`src/rtl/resp_alarma_pkg.sv`:
```
// Shared types and helpers for the alarm responder: state encoding and timer sizing.
package resp_alarma_pkg;

  localparam int STATE_W = 3;

  typedef enum logic [STATE_W-1:0] {
    IDLE  = 3'd0,
    EXIT  = 3'd1,
    ARMED = 3'd2,
    ENTRY = 3'd3,
    ALARM = 3'd4
  } state_t;

  // Width able to hold the largest reload value (longest delay minus one).
  function automatic int timer_width(input int a, input int b, input int c);
    int m;
    m = a;
    if (b > m) m = b;
    if (c > m) m = c;
    return (m < 2) ? 1 : $clog2(m);
  endfunction

endpackage

```
`src/rtl/resp_alarma_cnt_desc.sv`:
```
// Loadable down-counter that saturates at zero; shared by the exit, entry and siren delays.
module cnt_desc #(
  parameter int W = 4
) (
  input  logic         clk,
  input  logic         rst_n,
  input  logic         load,
  input  logic [W-1:0] load_val,
  input  logic         en,
  output logic [W-1:0] value,
  output logic         zero
);

  assign zero = (value == '0);

  always_ff @(posedge clk or negedge rst_n) begin
    if (!rst_n) begin
      value <= '0;
    end else if (load) begin
      value <= load_val;
    end else if (en && !zero) begin
      value <= value - W'(1);
    end
  end

endmodule

```
`src/rtl/resp_alarma.sv`:
```
// Alarm responder: keypad arming/disarming, exit/entry delays, timed siren,
// alarm memory and wrong-code lockout driven from the zone sensor bank.
module resp_alarma
  import resp_alarma_pkg::*;
#(
  parameter int         EXIT_CYC  = 16,
  parameter int         ENTRY_CYC = 8,
  parameter int         SIREN_CYC = 32,
  parameter logic [3:0] CODE      = 4'hA,
  parameter int         MAX_FAIL  = 3
) (
  input  logic         clk,
  input  logic         rst_n,
  input  logic [5:0]   S,
  input  logic         M,
  input  logic         arm,
  input  logic         code_valid,
  input  logic [3:0]   code,
  output logic [2:0]   state,
  output logic         armed,
  output logic         siren,
  output logic         light,
  output logic         beep,
  output logic         alarm_mem,
  output logic         fault
);

  localparam int TW = timer_width(EXIT_CYC, ENTRY_CYC, SIREN_CYC);
  localparam int FW = $clog2(MAX_FAIL + 1);

  localparam logic [TW-1:0] EXIT_LOAD  = TW'(EXIT_CYC - 1);
  localparam logic [TW-1:0] ENTRY_LOAD = TW'(ENTRY_CYC - 1);
  localparam logic [TW-1:0] SIREN_LOAD = TW'(SIREN_CYC - 1);
  localparam logic [FW-1:0] FAIL_LAST  = FW'(MAX_FAIL - 1);

  state_t        state_reg, state_next;
  logic [FW-1:0] fail_reg, fail_next;
  logic          mem_reg, mem_next;
  logic          fault_reg, fault_next;
  logic          beep_reg, beep_next;
  logic          armed_reg, siren_reg, light_reg;

  logic          breach, good, bad;
  logic          timer_load, timer_en, timer_zero;
  logic [TW-1:0] timer_load_val, timer_val;

  assign breach = ~(&S) & ~M;
  assign good   = code_valid & (code == CODE);
  assign bad    = code_valid & (code != CODE);

  // Every state change reloads the timer, so it never carries over between delays.
  assign timer_load = (state_next != state_reg);
  assign timer_en   = (state_reg == EXIT) || (state_reg == ENTRY) || (state_reg == ALARM);

  always_comb begin
    timer_load_val = '0;
    case (state_next)
      EXIT:    timer_load_val = EXIT_LOAD;
      ENTRY:   timer_load_val = ENTRY_LOAD;
      ALARM:   timer_load_val = SIREN_LOAD;
      default: timer_load_val = '0;
    endcase
  end

  cnt_desc #(
    .W(TW)
  ) u_timer (
    .clk      (clk),
    .rst_n    (rst_n),
    .load     (timer_load),
    .load_val (timer_load_val),
    .en       (timer_en),
    .value    (timer_val),
    .zero     (timer_zero)
  );

  always_comb begin
    state_next = state_reg;
    fail_next  = fail_reg;
    mem_next   = mem_reg;
    fault_next = 1'b0;
    case (state_reg)
      IDLE: begin
        if (good) begin
          mem_next = 1'b0;
        end else if (arm) begin
          if (breach) fault_next = 1'b1;
          else        state_next = EXIT;
        end
      end
      EXIT, ARMED, ENTRY: begin
        if (good) begin
          state_next = IDLE;
          fail_next  = '0;
        end else if (bad && (fail_reg == FAIL_LAST)) begin
          state_next = ALARM;
          fail_next  = '0;
        end else begin
          if (bad) fail_next = fail_reg + FW'(1);
          if ((state_reg == EXIT) && timer_zero)       state_next = ARMED;
          else if ((state_reg == ARMED) && breach)     state_next = ENTRY;
          else if ((state_reg == ENTRY) && timer_zero) state_next = ALARM;
        end
      end
      ALARM: begin
        // Maintenance mode and wrong codes cannot cut a running siren short.
        if (good) begin
          state_next = IDLE;
          fail_next  = '0;
        end else if (timer_zero) begin
          state_next = ARMED;
        end
      end
      default: state_next = IDLE;
    endcase
    if ((state_next == ALARM) && (state_reg != ALARM)) mem_next = 1'b1;
  end

  // Beep starts low on entry to a delay state and toggles while it stays there.
  always_comb begin
    beep_next = 1'b0;
    if (((state_next == EXIT) || (state_next == ENTRY)) && (state_next == state_reg))
      beep_next = ~beep_reg;
  end

  always_ff @(posedge clk or negedge rst_n) begin
    if (!rst_n) begin
      state_reg <= IDLE;
      fail_reg  <= '0;
      mem_reg   <= 1'b0;
      fault_reg <= 1'b0;
      beep_reg  <= 1'b0;
      armed_reg <= 1'b0;
      siren_reg <= 1'b0;
      light_reg <= 1'b0;
    end else begin
      state_reg <= state_next;
      fail_reg  <= fail_next;
      mem_reg   <= mem_next;
      fault_reg <= fault_next;
      beep_reg  <= beep_next;
      armed_reg <= (state_next == ARMED) || (state_next == ENTRY) || (state_next == ALARM);
      siren_reg <= (state_next == ALARM);
      light_reg <= (state_next == ENTRY) || (state_next == ALARM);
    end
  end

  assign state     = state_reg;
  assign armed     = armed_reg;
  assign siren     = siren_reg;
  assign light     = light_reg;
  assign beep      = beep_reg;
  assign alarm_mem = mem_reg;
  assign fault     = fault_reg;

  a_timer_rest: assert property (@(posedge clk) disable iff (!rst_n)
    ((state_reg == IDLE) || (state_reg == ARMED)) |-> (timer_val == '0));

endmodule

```
`config.mk`:
```
export PLATFORM = sky130hd
export DESIGN_NAME = resp_alarma
export DESIGN_NICKNAME = d
export VERILOG_FILES = /design/src/rtl/resp_alarma_pkg.sv /design/src/rtl/resp_alarma_cnt_desc.sv /design/src/rtl/resp_alarma.sv
export SDC_FILE = /design/constraint.sdc
export NUM_CORES = 1
export LEC_CHECK = 0
export CORE_ASPECT_RATIO = 0.75
export CORE_MARGIN = 2
export CORE_UTILIZATION = 43
export CTS_CLUSTER_SIZE = 12
export DETAILED_ROUTE_END_ITERATION = 10
export PLACE_DENSITY = 0.81
export RECOVER_POWER = 25
export SLEW_MARGIN = 20
export SYNTH_ARGS = -nofsm -noshare
export SYNTH_HDL_FRONTEND = slang
export SYNTH_HIERARCHICAL = 1
export SYNTH_SLANG_ARGS = --single-unit
```
`constraint.sdc`:
```
create_clock -name clk -period 2.7 [get_ports clk]
set_clock_uncertainty 0.15 [all_clocks]
set_input_delay 0.54 -clock clk [delete_from_list [all_inputs] [get_ports clk]]
set_output_delay 0.54 -clock clk [all_outputs]
set_load 0.005 [all_outputs]
```
# Yosys cells after proc, flatten, opt, wreduce, memory -nomap -nowiden
# Cells that the tools add are included.
[totals]
input_bits = 15
regBits = 16
out_inout_bits = 9
word_cells = 84
[op_classes]
muxes = 27
bitwise = 6
n_reduce_logical = 24
eq_ne = 16
add_sub_neg = 2
[ops]
columns = ["operator", "n"]
rows = [
  ["3-bit two-way mux", 10],
  ["5-bit one-hot mux with 3 select lines", 1],
  ["3-bit by 2-bit == test with 1-bit output (second input constant)", 4],
  ["5-bit two-way mux", 2],
  ["3-bit one-hot mux with 3 select lines", 1],
  ["1-bit two-way mux", 8],
  ["2-bit two-way mux", 4],
  ["4-bit != test (second input constant)", 2],
  ["2-bit nonzero test", 4],
  ["1-bit logical AND", 7],
  ["3-bit by 1-bit == test with 1-bit output (second input constant)", 2],
  ["3-bit == test (second input constant)", 2],
  ["1-bit logical OR", 6],
  ["6-bit AND reduction", 1],
  ["5-bit logical NOT", 1],
  ["5-bit by 1-bit subtractor with 5-bit output (second input constant)", 1],
  ["4-bit == test (second input constant)", 1],
  ["2-bit one-hot mux with 2 select lines", 1],
  ["1-bit bitwise AND", 3],
  ["3-bit == test", 1],
  ["3-bit logical NOT", 1],
  ["3-bit != test", 1],
  ["3-bit != test (second input constant)", 1],
  ["1-bit inverter", 3],
  ["7 further kinds", 7],
]

# Longest topological paths before layout
# Gate-level depths: netlist of run 1.
[depth]
ltp_word = 13
depth_mapped = 12
mapped_depth_nobuf = 12

# Hierarchy
# The synthesis of run 1 kept the hierarchy.
[modules_own_cells]
columns = ["mod", "area_per_inst_um2", "cells_each", "seq_area_each_um2", "n_inst"]
rows = [
  ["resp_alarma", 688.2, 76, 275.3, 1],
  ["cnt_desc", 304.0, 32, 125.1, 1],
]

# Worst setup path after synthesis of run 1
# OpenSTA, ideal clock, no wires.
[synth_timing]
path_type = "register to register"
from = "reg u_timer.value[0]"
to = "reg u_timer.value[0]"
required_time_ps = 2426
path_buffers = 1
setup_slack_ps = 99
arrival_time_ps = 2327
stages_incl_launch_ff = 12
synth_period_minus_slack_ps = 2601
setup_time_ps = 124
cell_sequence = "dfrtp_1 > inv_1 > ha_1 > or4b_4 > inv_1 > a21oi_1 > nand2_1 > nor3b_2 > a311oi_1 > o211ai_1 > clkbuf_1 > o31a_1"
[synth_via]
word_cells_on_any_way = 22
cone_classes = "1 x add/sub; 4 x eq/ne; 11 x mux; 6 x reduce/logical"
[synth_rtl]
columns = ["item", "line", "source"]
rows = [
  ["from (decl)", "resp_alarma_cnt_desc.sv:10", "output logic [W-1:0] value,"],
  ["from (signal assigned)", "resp_alarma_cnt_desc.sv:20", "value <= load_val;"],
  ["from (signal assigned)", "resp_alarma_cnt_desc.sv:22", "value <= value - W'(1);"],
  ["5-bit logical NOT (*)", "resp_alarma_cnt_desc.sv:14", "assign zero = (value == '0);"],
  ["via timer_zero", "resp_alarma.sv:44", "logic timer_load, timer_en, timer_zero;"],
  ["1-bit logical AND", "resp_alarma.sv:102", "else if ((state_reg == ENTRY) && timer_zero) state_next = ALARM;"],
  ["3-bit two-way mux", "resp_alarma.sv:102", ""],
  ["3-bit two-way mux", "resp_alarma.sv:101", "else if ((state_reg == ARMED) && breach) state_next = ENTRY;"],
  ["3-bit two-way mux", "resp_alarma.sv:100", "if ((state_reg == EXIT) && timer_zero) state_next = ARMED;"],
  ["3-bit two-way mux", "resp_alarma.sv:95", "end else if (bad && (fail_reg == FAIL_LAST)) begin"],
  ["3-bit two-way mux", "resp_alarma.sv:92", "if (good) begin"],
  ["3-bit one-hot mux with 3 select lines (*)", "resp_alarma.sv:82", "case (state_reg)"],
  ["3-bit != test (*)", "resp_alarma.sv:52", "assign timer_load = (state_next != state_reg);"],
  ["via timer_load", "resp_alarma.sv:44", ""],
  ["5-bit two-way mux / 2-bit nonzero test (equally long branches)", "--", ""],
]
# Mark *: on every way through the listed nets, which the timed path passes. The rest lies on a longest branch. The select of a mux whose other input is x is not followed.
# A chain may end at the register's enable or synchronous reset.

# Worst setup path after layout of run 1
# Ends and elaborated chain as after synthesis.

==> key figures, run 1 <==
Setup path
  – CP startpoint kind: flip-flop
  – CP max stage cell: or4b_4
  – CP max FO: 5
  – Req. time, crit path: 2.74 ns
  – Setup CP Type: reg2reg
  – Worst path cell trace: inv_2 > ha_2 > or4b_4 > inv_2 > a21oi_1 > nand2_1 > nor3b_2 > a311oi_2 > o211ai_1 > buf_4 > o31a_1
  – Most frequent cell on the critical path: inv_2
  – Crit end category: flip-flop
  – Crit path arrival time: 2.63 ns
  – Max incr delay on CP: 0.47 ns

STA
  – Max Fclk: 386 MHz
  – Slew headroom: 0.531
  – Final period utilization: 0.958
  – Final Max Tran Viols: 0
  – Worst-Margin Slew: 0.701 ns
  – Final Hold Vio Count: 0
  – Final setup viols: 0
  – Final min period: 2.59 ns

Route
  – TritonRoute pass-1 iters: 4
  – Vias: 964
  – Routed Antenna Nets: 0
  – Final Routed Wirelength: 2.41 mm
  – Drt drc: 0
  – WL per Instance: 14.0 um
  – Via-to-Cell Ratio: 5.60
  – Detailed Route Iter0 Violations: 30

Layout
  – Layout cell share with drive strength beyond 1: 0.231
  – # fillers: 190
  – Post-route cell area: 1390 sq um
  – Area Growth Syn to Fin: 40.0%
  – N_diodes: 0
  – Max FFs per register: 5
  – Nets: 164
  – Utilization after layout: 0.622

Clocking
  – CTS Hold Bufs: 0
  – CTS Buffer Depth: 2
  – H-tree depth: 1
  – Clk slew on worst S/H paths: 0.10 ns
  – CTS tree: done
  – CTS Buf Count: 3
  – Worst-skew pair later-pin latency: 0.29 ns
  – CTS Root Cell: clkbuf_4
  – Clock Sinks: 16

Die
  – Area of the core: 2230 sq um
  – IO Count: 24
  – Die area: 2710 sq um
  – Chip width: 59.5 um
  – FP Rows: 15
  – Initial Util: 0.444
  – Die Span Y: 45.6 um

Yosys
  – Syn. warnings: 6
  – Post-Synthesis Cells: 108
  – Avg Inst Size Synth: 9.19 sq um
  – Seq/Total Area, Yosys: 0.404
  – Syn_nets: 124
  – Area of the mapped netlist: 992 sq um
  – Main synth FF type: dfrtp_1
  – Number of synthesized flops with an enable pin: 0
  – Yosys reg bits: 16
  – Distinct cells, synth: 48
  – FFs w/ async S/R, synth: 1.00

Power
  – Sw Ratio: 0.402
  – Sequential share of power: 0.267
  – Pint: 1000 uW
  – Sw power: 675 uW
  – Pwr dens: 1210 nW/um^2
  – Static Leakage: 0.000617 uW
  – Combinational Power Share: 0.635
  – VDD IR max: 658 uV
  – Clk pwr share: 0.098

Global routing
  – Largest net degree at the start of global routing: 17
  – Remaining global-route overflow: 0
  – GRT Util Overall: 0.194
  – First-pass GRT wire length: 3.85 mm
  – Vias in the first global route: 892
  – Initial antenna violation count: 0

Placed design
  – HPWL after detailed placement: 1.80 mm
  – Placed inst area: 1310 sq um
  – Gpl congestion: 0.922
  – IO Port Bufs: 23

Hold path
  – Hold Crit Class: reg2reg

Flow run
  – Max Cap Viol: 0

Run status
  – Status: finished, final reports clean
[area by class of cell]
cell class	instances	area, sq um	area share
inverter	10	37.5	0.0270
timing repair buffer	38	340	0.245
sequential	16	400	0.288
multi-input combinational	79	543	0.391
tap	25	31.3	0.0225
clock buffer	4	36.3	0.0261
[worst max-delay path: cells and delay by family (launching register included)]
family | cells | cell delay, ns
and+or+nand+nor | 3 | 0.68
AOI/OAI and AO/OA | 4 | 0.76
buffers and inverters | 3 | 0.33
adders and majority gates | 1 | 0.17
DFF | 1 | 0.40
[cells in the final DEF, fill, tap and decap left out, types with 2 or more instances in the layout]
cell type / synthesis / routed
nor2b_1: 5 / 5
clkbuf_4: 0 / 3
or3_1: 3 / 3
nand2_1: 9 / 9
inv_1: 10 / 8
a22oi_1: 2 / 2
nor2_1: 5 / 5
o21ai_1: 4 / 4
nand3_1: 4 / 4
dfrtp_1: 16 / 16
nor3_1: 3 / 3
o21ai_0: 3 / 3
inv_2: 0 / 2
clkdlybuf4s50_1: 0 / 22
buf_4: 0 / 14
a21oi_1: 8 / 8
[through the flow]
step | TNS (ns) | power [uW] | setup WS (ns) | std cells | hold slack (ns)
after floorplan | 0 | 1060 | 0.0988 | 108 | 0.0944
after global placement | 0 | 1370 | 0.0811 | 163 | 0.271
after detailed placement | -0.00167 | 1420 | -0.00167 | 163 | 0.286
after CTS | 0 | 1580 | 0.0394 | 167 | 0.301
after global routing | -0.0201 | 1830 | -0.0201 | 172 | 0.308
final | 0 | 1680 | 0.112 | 172 | 0.292
[routing by layer]
metal | GRT usage | routed length, um | up-vias
li1 | - | - | 470
met1 | 0.250 | 1070 | 463
met2 | 0.327 | 1160 | 29
met3 | 0.0540 | 158 | 2
met4 | 0.0409 | 16 | 0
met5 | 0 | 0 | -
[cells in the mapped netlist (all sizes together), types with 2 or more instances]
cell	count	share of area
buf	2	0.016
nand3	4	0.020
and4	2	0.020
a21oi	9	0.049
o21ai	7	0.035
and3	2	0.018
dfrtp	16	0.40
nand2	9	0.034
a22oi	2	0.015
or3	3	0.019
inv	10	0.038
nor3	3	0.015
nor2	6	0.030
or4b	2	0.024
o31ai	2	0.020
nor2b	5	0.032
[cells by family after synthesis]
family	synth area share
and+or+nand+nor	0.296
AOI/OAI and AO/OA	0.208
DFF	0.404
buffers and inverters	0.0580
muxes	0.0214
adders and majority gates	0.0126
[final timing paths]
| check | from | end | slack, ns | cells after the start |
|---|---|---|---|---|
| worst max register to register | u_timer/value[0]$_DFFE_PN0P_ | u_timer/value[0]$_DFFE_PN0P_ | 0.11 | 11 |
| max in group asynchronous | rst_n | u_timer/value[4]$_DFFE_PN0P_ | 1.38 | 1 |
| worst max-delay path | u_timer/value[0]$_DFFE_PN0P_ | u_timer/value[0]$_DFFE_PN0P_ | 0.11 | 11 |
| worst min register to register | beep$_DFF_PN0_ | beep$_DFF_PN0_ | 0.29 | 1 |
| worst min-delay path | beep$_DFF_PN0_ | beep$_DFF_PN0_ | 0.29 | 1 |
| min in group asynchronous | rst_n | state[1]$_DFF_PN0_ | 0.58 | 1 |
[power groups by stage]
| stage | clock, uW | combinational (uW) | sequential [uW] |
|---|---|---|---|
| final | 164 | 1060 | 448 |
| after global routing | 177 | 1190 | 463 |
| after CTS | 169 | 967 | 446 |
| after detailed placement | 0 | 964 | 451 |
| after global placement | 0 | 927 | 445 |
| after floorplan | 0 | 632 | 431 |
[repair_timing]
| action | 4_1_cts | 5_1_grt |
|---|---|---|
| resized for setup | 0 | 5 |
| setup endpoints to repair | 0 | 5 |
| setup buffers | 0 | 4 |
No activity file was read; power rests on OpenSTA's default activity.
==> inputs of run 2 (changes only) <==
--- a/config.mk
+++ b/config.mk
@@ -12,6 +12,7 @@
 export DETAILED_ROUTE_END_ITERATION = 10
 export PLACE_DENSITY = 0.81
 export RECOVER_POWER = 25
+export REMOVE_ABC_BUFFERS = 1
 export SLEW_MARGIN = 20
 export SYNTH_ARGS = -nofsm -noshare
 export SYNTH_HDL_FRONTEND = slang
==> run 2 against run 1 <==
Compared with the run above: register-to-register slack about the same; clock-buffer cell count unchanged; core utilization fell by 1.0 points; global-route usage grew 1.6 points; wire length rose by 4.9%; die area unchanged; largest power group unchanged; highest routed layer unchanged.
==> key figures, run 2 (synthesis gave the netlist of run 1 again) <==
Run status
  – Status: finished, final reports clean

Clocking
  – Worst-skew pair later-pin latency: 0.30 ns
  – CTS Hold Bufs: 0
  – CTS Buffer Depth: 2
  – Clock Sinks: 16
  – Clk slew on worst S/H paths: 0.10 ns
  – CTS Root Cell: clkbuf_4
  – CTS tree: done
  – CTS Buf Count: 3
  – H-tree depth: 1

Route
  – Routed Antenna Nets: 0
  – Met1 wire length: 1.13 mm
  – TritonRoute pass-1 iters: 4
  – Vias: 948
  – Met2 WL: 1.21 mm
  – Via-to-Cell Ratio: 5.64
  – Detailed Route Iter0 Violations: 38
  – WL per Instance: 15.0 um
  – DR top layer: met4
  – Drt drc: 0
  – Final Routed Wirelength: 2.52 mm
  – DR WL met3: 123 um

Setup path
  – Req. time, crit path: 2.74 ns
  – CP max FO: 10
  – Crit path buffers/inverters: 3
  – CP max stage cell: or4b_4
  – Worst path cell trace: inv_2 > ha_1 > or4b_4 > inv_1 > a21oi_1 > nand2_1 > nor3b_2 > a311oi_2 > o211ai_1 > buf_4 > o31a_1
  – Setup CP Type: reg2reg
  – Crit path max-delay family: compound AO/OA/AOI/OAI gates
  – Reg-to-Reg Start: u_timer/value[0]$_DFFE_PN0P_
  – Max incr delay on CP: 0.46 ns
  – Flop2flop setup slack: 0.11 ns
  – Crit path arrival time: 2.63 ns
  – CP startpoint kind: flip-flop
  – Crit end category: flip-flop
  – RR Endpoint: u_timer/value[0]$_DFFE_PN0P_
  – Worst R2R Path Depth: 11

Hold path
  – Hold depth: 1
  – Hold_sp: beep$_DFF_PN0_
  – Hold Crit Class: reg2reg
  – Hold EP: beep$_DFF_PN0_

STA
  – Final setup viols: 0
  – Final period utilization: 0.958
  – Max Fclk: 387 MHz
  – Final min period: 2.59 ns
  – Slew headroom: 0.539
  – Final Hold Vio Count: 0
  – Final Max Tran Viols: 0
  – Setup TNS Final: 0 ns
  – Worst Setup Slack, final: 0.114 ns
  – Worst-Margin Slew: 0.688 ns

Die
  – Chip width: 59.5 um
  – FP Rows: 15
  – IO Count: 24
  – Area of the core: 2230 sq um
  – Initial Util: 0.444
  – Die area: 2710 sq um
  – Die Span Y: 45.6 um

Placed design
  – HPWL after detailed placement: 1.91 mm
  – IO Port Bufs: 23
  – Gpl congestion: 0.860
  – Pre-CTS setup slack: -0.000186 ns

Layout
  – Layout cell share with drive strength beyond 1: 0.210
  – Max FFs per register: 5
  – Most frequent cells in the layout: clkdlybuf4s50_1 (22), dfrtp_1 (16), buf_4 (11)
  – Area Growth Syn to Fin: 37.7%
  – N_diodes: 0
  – Most common cell after layout, fill and taps aside: clkdlybuf4s50_1
  – Utilization after layout: 0.612
  – Nets: 160

Power
  – VDD IR max: 577 uV
  – Pwr dens: 1190 nW/um^2
  – Static Leakage: 0.000605 uW

Global routing
  – Largest net degree at the start of global routing: 17
  – First-pass GRT wire length: 3.92 mm
  – Remaining global-route overflow: 0
  – Initial antenna violation count: 0
  – GRT Util Overall: 0.210
  – Vias in the first global route: 862

Flow run
  – Max Cap Viol: 0
==> run 2: cell count changes in the layout (fill, tap and decap cells not counted), sizes merged <==
cell / previous run / this run
buf: 15 / 11
==> run 2: power breakdown <==
part | internal (uW) | leakage, uW | switching (uW)
Combinational | 523 | 0.000389 | 494
Sequential | 352 | 0.000195 | 97.4
Clock | 82.4 | 0.0000210 | 81.5
==> run 2: timing repair <==
item / CTS / global route
setup endpoints to repair: 0 / 5
setup buffers: 0 / 1
gates resized for setup: 0 / 4
==> run 2: area by class of cell <==
type / count / area [sq um]
Fill cell: 189 / 867
Multi-Input combinational cell: 79 / 548
Inverter: 10 / 37.5
Clock buffer: 4 / 36.3
Sequential cell: 16 / 400
Tap cell: 25 / 31.3
Timing Repair Buffer: 34 / 313
==> run 2: through the flow <==
stage	hold slack (ns)	power, uW	instance area [sq um]	instances
final	0.288	1630	1370	168
after global routing	0.310	1770	1370	168
after CTS	0.293	1590	1350	167
after detailed placement	0.279	1420	1310	163
after global placement	0.273	1380	1310	163
after floorplan	0.0944	1030	972	105
==> run 2: worst max-delay path by stage <==
stage	start	end	cells after the start
finish	u_timer/value[0]$_DFFE_PN0P_	u_timer/value[0]$_DFFE_PN0P_	11
global route	u_timer/value[0]$_DFFE_PN0P_	u_timer/value[3]$_DFFE_PN0P_	12
CTS	u_timer/value[0]$_DFFE_PN0P_	u_timer/value[0]$_DFFE_PN0P_	11
detailed placement	code[3]	u_timer/value[0]$_DFFE_PN0P_	8
global placement	code[0]	u_timer/value[0]$_DFFE_PN0P_	9
floorplan	u_timer/value[0]$_DFFE_PN0P_	u_timer/value[0]$_DFFE_PN0P_	10
==> run 2: per-layer routing <==
layer	GRT usage	vias up
met3	0.0426	4
met5	0	-
met2	0.316	26
met4	0.136	0
li1	-	463
met1	0.275	455
==> inputs of run 3 (changes only) <==
==> constraint.sdc (replaced) <==
create_clock -name clk -period 2.7 [get_ports clk]
set_clock_uncertainty 0.15 [all_clocks]
set_input_delay 0.27 -clock clk [delete_from_list [all_inputs] [get_ports clk]]
set_output_delay 0.27 -clock clk [all_outputs]
set_load 0.005 [all_outputs]
==> run 3 against run 2 <==
Compared with the run above: wire length fell by 3.2%; flip-flop and latch count did not move; clock power about the same; critical path depth unchanged; combinational power is essentially flat; power grew 2.2%; clock-buffer cell count stayed put; fmax shrank 2.4%; design area is 0.73% lower; critical endpoint unchanged; largest cell class unchanged; largest power group unchanged.
==> key figures, run 3 (synthesis gave the netlist of run 1 again) <==
Layout
  – Utilization after layout: 0.607
  – Sequential cell area: 400 sq um
  – Most frequent cells in the layout: clkdlybuf4s50_1 (22), dfrtp_1 (16), nand2_1 (9), buf_4 (9)
  – Most common cell after layout, fill and taps aside: clkdlybuf4s50_1
  – Nets: 158
  – Area of the multi-input gates: 551 sq um
  – Post-route cell area: 1360 sq um
  – Area Growth Syn to Fin: 36.7%
  – N_diodes: 0
  – # fillers: 175
  – Max FFs per register: 5
  – Layout cell share with drive strength beyond 1: 0.206

Clocking
  – H-tree depth: 1
  – CTS Root Cell: clkbuf_4
  – CTS Buf Count: 3
  – Clock Sinks: 16
  – CTS Buffer Depth: 2
  – Clk slew on worst S/H paths: 0.10 ns
  – CTS tree: done
  – Worst-skew pair later-pin latency: 0.29 ns

Setup path
  – CP max FO: 5
  – CP startpoint kind: flip-flop
  – Setup CP Type: reg2reg
  – Req. time, crit path: 2.74 ns
  – Crit path arrival time: 2.69 ns
  – Crit end category: flip-flop

Placed design
  – Gpl congestion: 0.788
  – IO Port Bufs: 23
  – Placed inst area: 1280 sq um
  – HPWL after detailed placement: 1.85 mm

Global routing
  – GRT Util Overall: 0.191
  – Remaining global-route overflow: 0
  – Initial antenna violation count: 0
  – First-pass GRT wire length: 3.82 mm
  – Largest net degree at the start of global routing: 17
  – Vias in the first global route: 835

STA
  – Slew headroom: 0.547
  – Fin Hold WS: 0.289 ns
  – Worst-Margin Slew: 0.677 ns
  – Final setup viols: 0
  – Setup TNS Final: 0 ns
  – Max Fclk: 377 MHz
  – Final period utilization: 0.982
  – Final Hold Vio Count: 0
  – Final Max Tran Viols: 0
  – RSZ-0062 raised after global routing: yes
  – Final min period: 2.65 ns

Route
  – Vias: 944
  – TritonRoute pass-1 iters: 5
  – Detailed Route Iter0 Violations: 40
  – WL per Instance: 14.7 um
  – Drt drc: 0
  – Via-to-Cell Ratio: 5.69
  – Final Routed Wirelength: 2.44 mm
  – Routed Antenna Nets: 0

Power
  – VDD IR max: 556 uV
  – Static Leakage: 0.000594 uW
  – Pwr dens: 1230 nW/um^2

Die
  – Die area: 2710 sq um
  – Initial Util: 0.444
  – Chip width: 59.5 um
  – Die Span Y: 45.6 um
  – IO Count: 24
  – Area of the core: 2230 sq um
  – FP Rows: 15

Flow run
  – Max Cap Viol: 0

Hold path
  – Hold Crit Class: in2async

Run status
  – Status: finished, final reports clean
==> run 3: cell types whose count changed in the layout (fill, tap and decap cells not counted) <==
cell / before / now
o21ai_0: 3 / 2
o21ai_2: 1 / 0
ha_2: 0 / 1
inv_4: 0 / 1
inv_1: 9 / 8
nor2b_4: 0 / 1
a21oi_2: 2 / 1
buf_4: 11 / 9
ha_1: 1 / 0
a21oi_1: 7 / 8
nor2b_1: 5 / 4
o21ai_1: 3 / 5
==> run 3: through the flow <==
stage | power, uW | worst slack, ns | std cells
after floorplan | 1030 | 0.0877 | 105
after global placement | 1360 | 0.153 | 159
after detailed placement | 1390 | 0.0123 | 159
after CTS | 1560 | 0.0123 | 163
after global routing | 1790 | -0.0517 | 166
final | 1670 | 0.0494 | 166
==> run 3: path summary, 6_finish.rpt <==
check	start	endpoint	slack (ns)	depth (start not counted)
min in group clk	beep$_DFF_PN0_	beep$_DFF_PN0_	0.29	1
max	u_timer/value[0]$_DFFE_PN0P_	u_timer/value[0]$_DFFE_PN0P_	0.05	11
min	rst_n	u_timer/value[4]$_DFFE_PN0P_	0.29	1
max in group asynchronous	rst_n	state[0]$_DFF_PN0_	1.67	1
max reg2reg	u_timer/value[0]$_DFFE_PN0P_	u_timer/value[0]$_DFFE_PN0P_	0.05	11
min reg2reg	beep$_DFF_PN0_	beep$_DFF_PN0_	0.29	1
==> run 3: cell type report <==
class | count | area share
multi-input cells | 79 | 0.406
flip-flops and latches | 16 | 0.295
repair buffers | 32 | 0.220
inverters | 10 | 0.0295
clock buffers | 4 | 0.0268
well taps | 25 | 0.0231
==> run 3: timing repair <==
action,CTS,global route
hold buffers,0,0
pin swaps,2,4
buffers inserted,0,3
resized for setup,0,8
setup endpoints to repair,1,5
gates cloned,0,0
==> run 3: power breakdown <==
group / leakage [uW] / internal (uW) / switching (uW)
logic: 0.000378 / 547 / 504
clock network: 0.0000210 / 82.2 / 79.3
registers: 0.000195 / 352 / 101
==> run 3: per-layer routing <==
metal,routed length (um),GRT usage
met5,0,0
met4,27,0.0545
met3,116,0.0426
met2,1190,0.286
met1,1110,0.275
==> run 3: critical path, stage by stage, from the launching register on <==
cell      delay (ns)
dfrtp_1         0.40
inv_2           0.07
ha_2            0.17
or4b_4          0.50
inv_4           0.09
a21oi_1         0.06
nand2_1         0.14
nor3b_2         0.08
a311oi_2        0.26
o211ai_1        0.15
buf_4           0.17
o31a_1          0.29
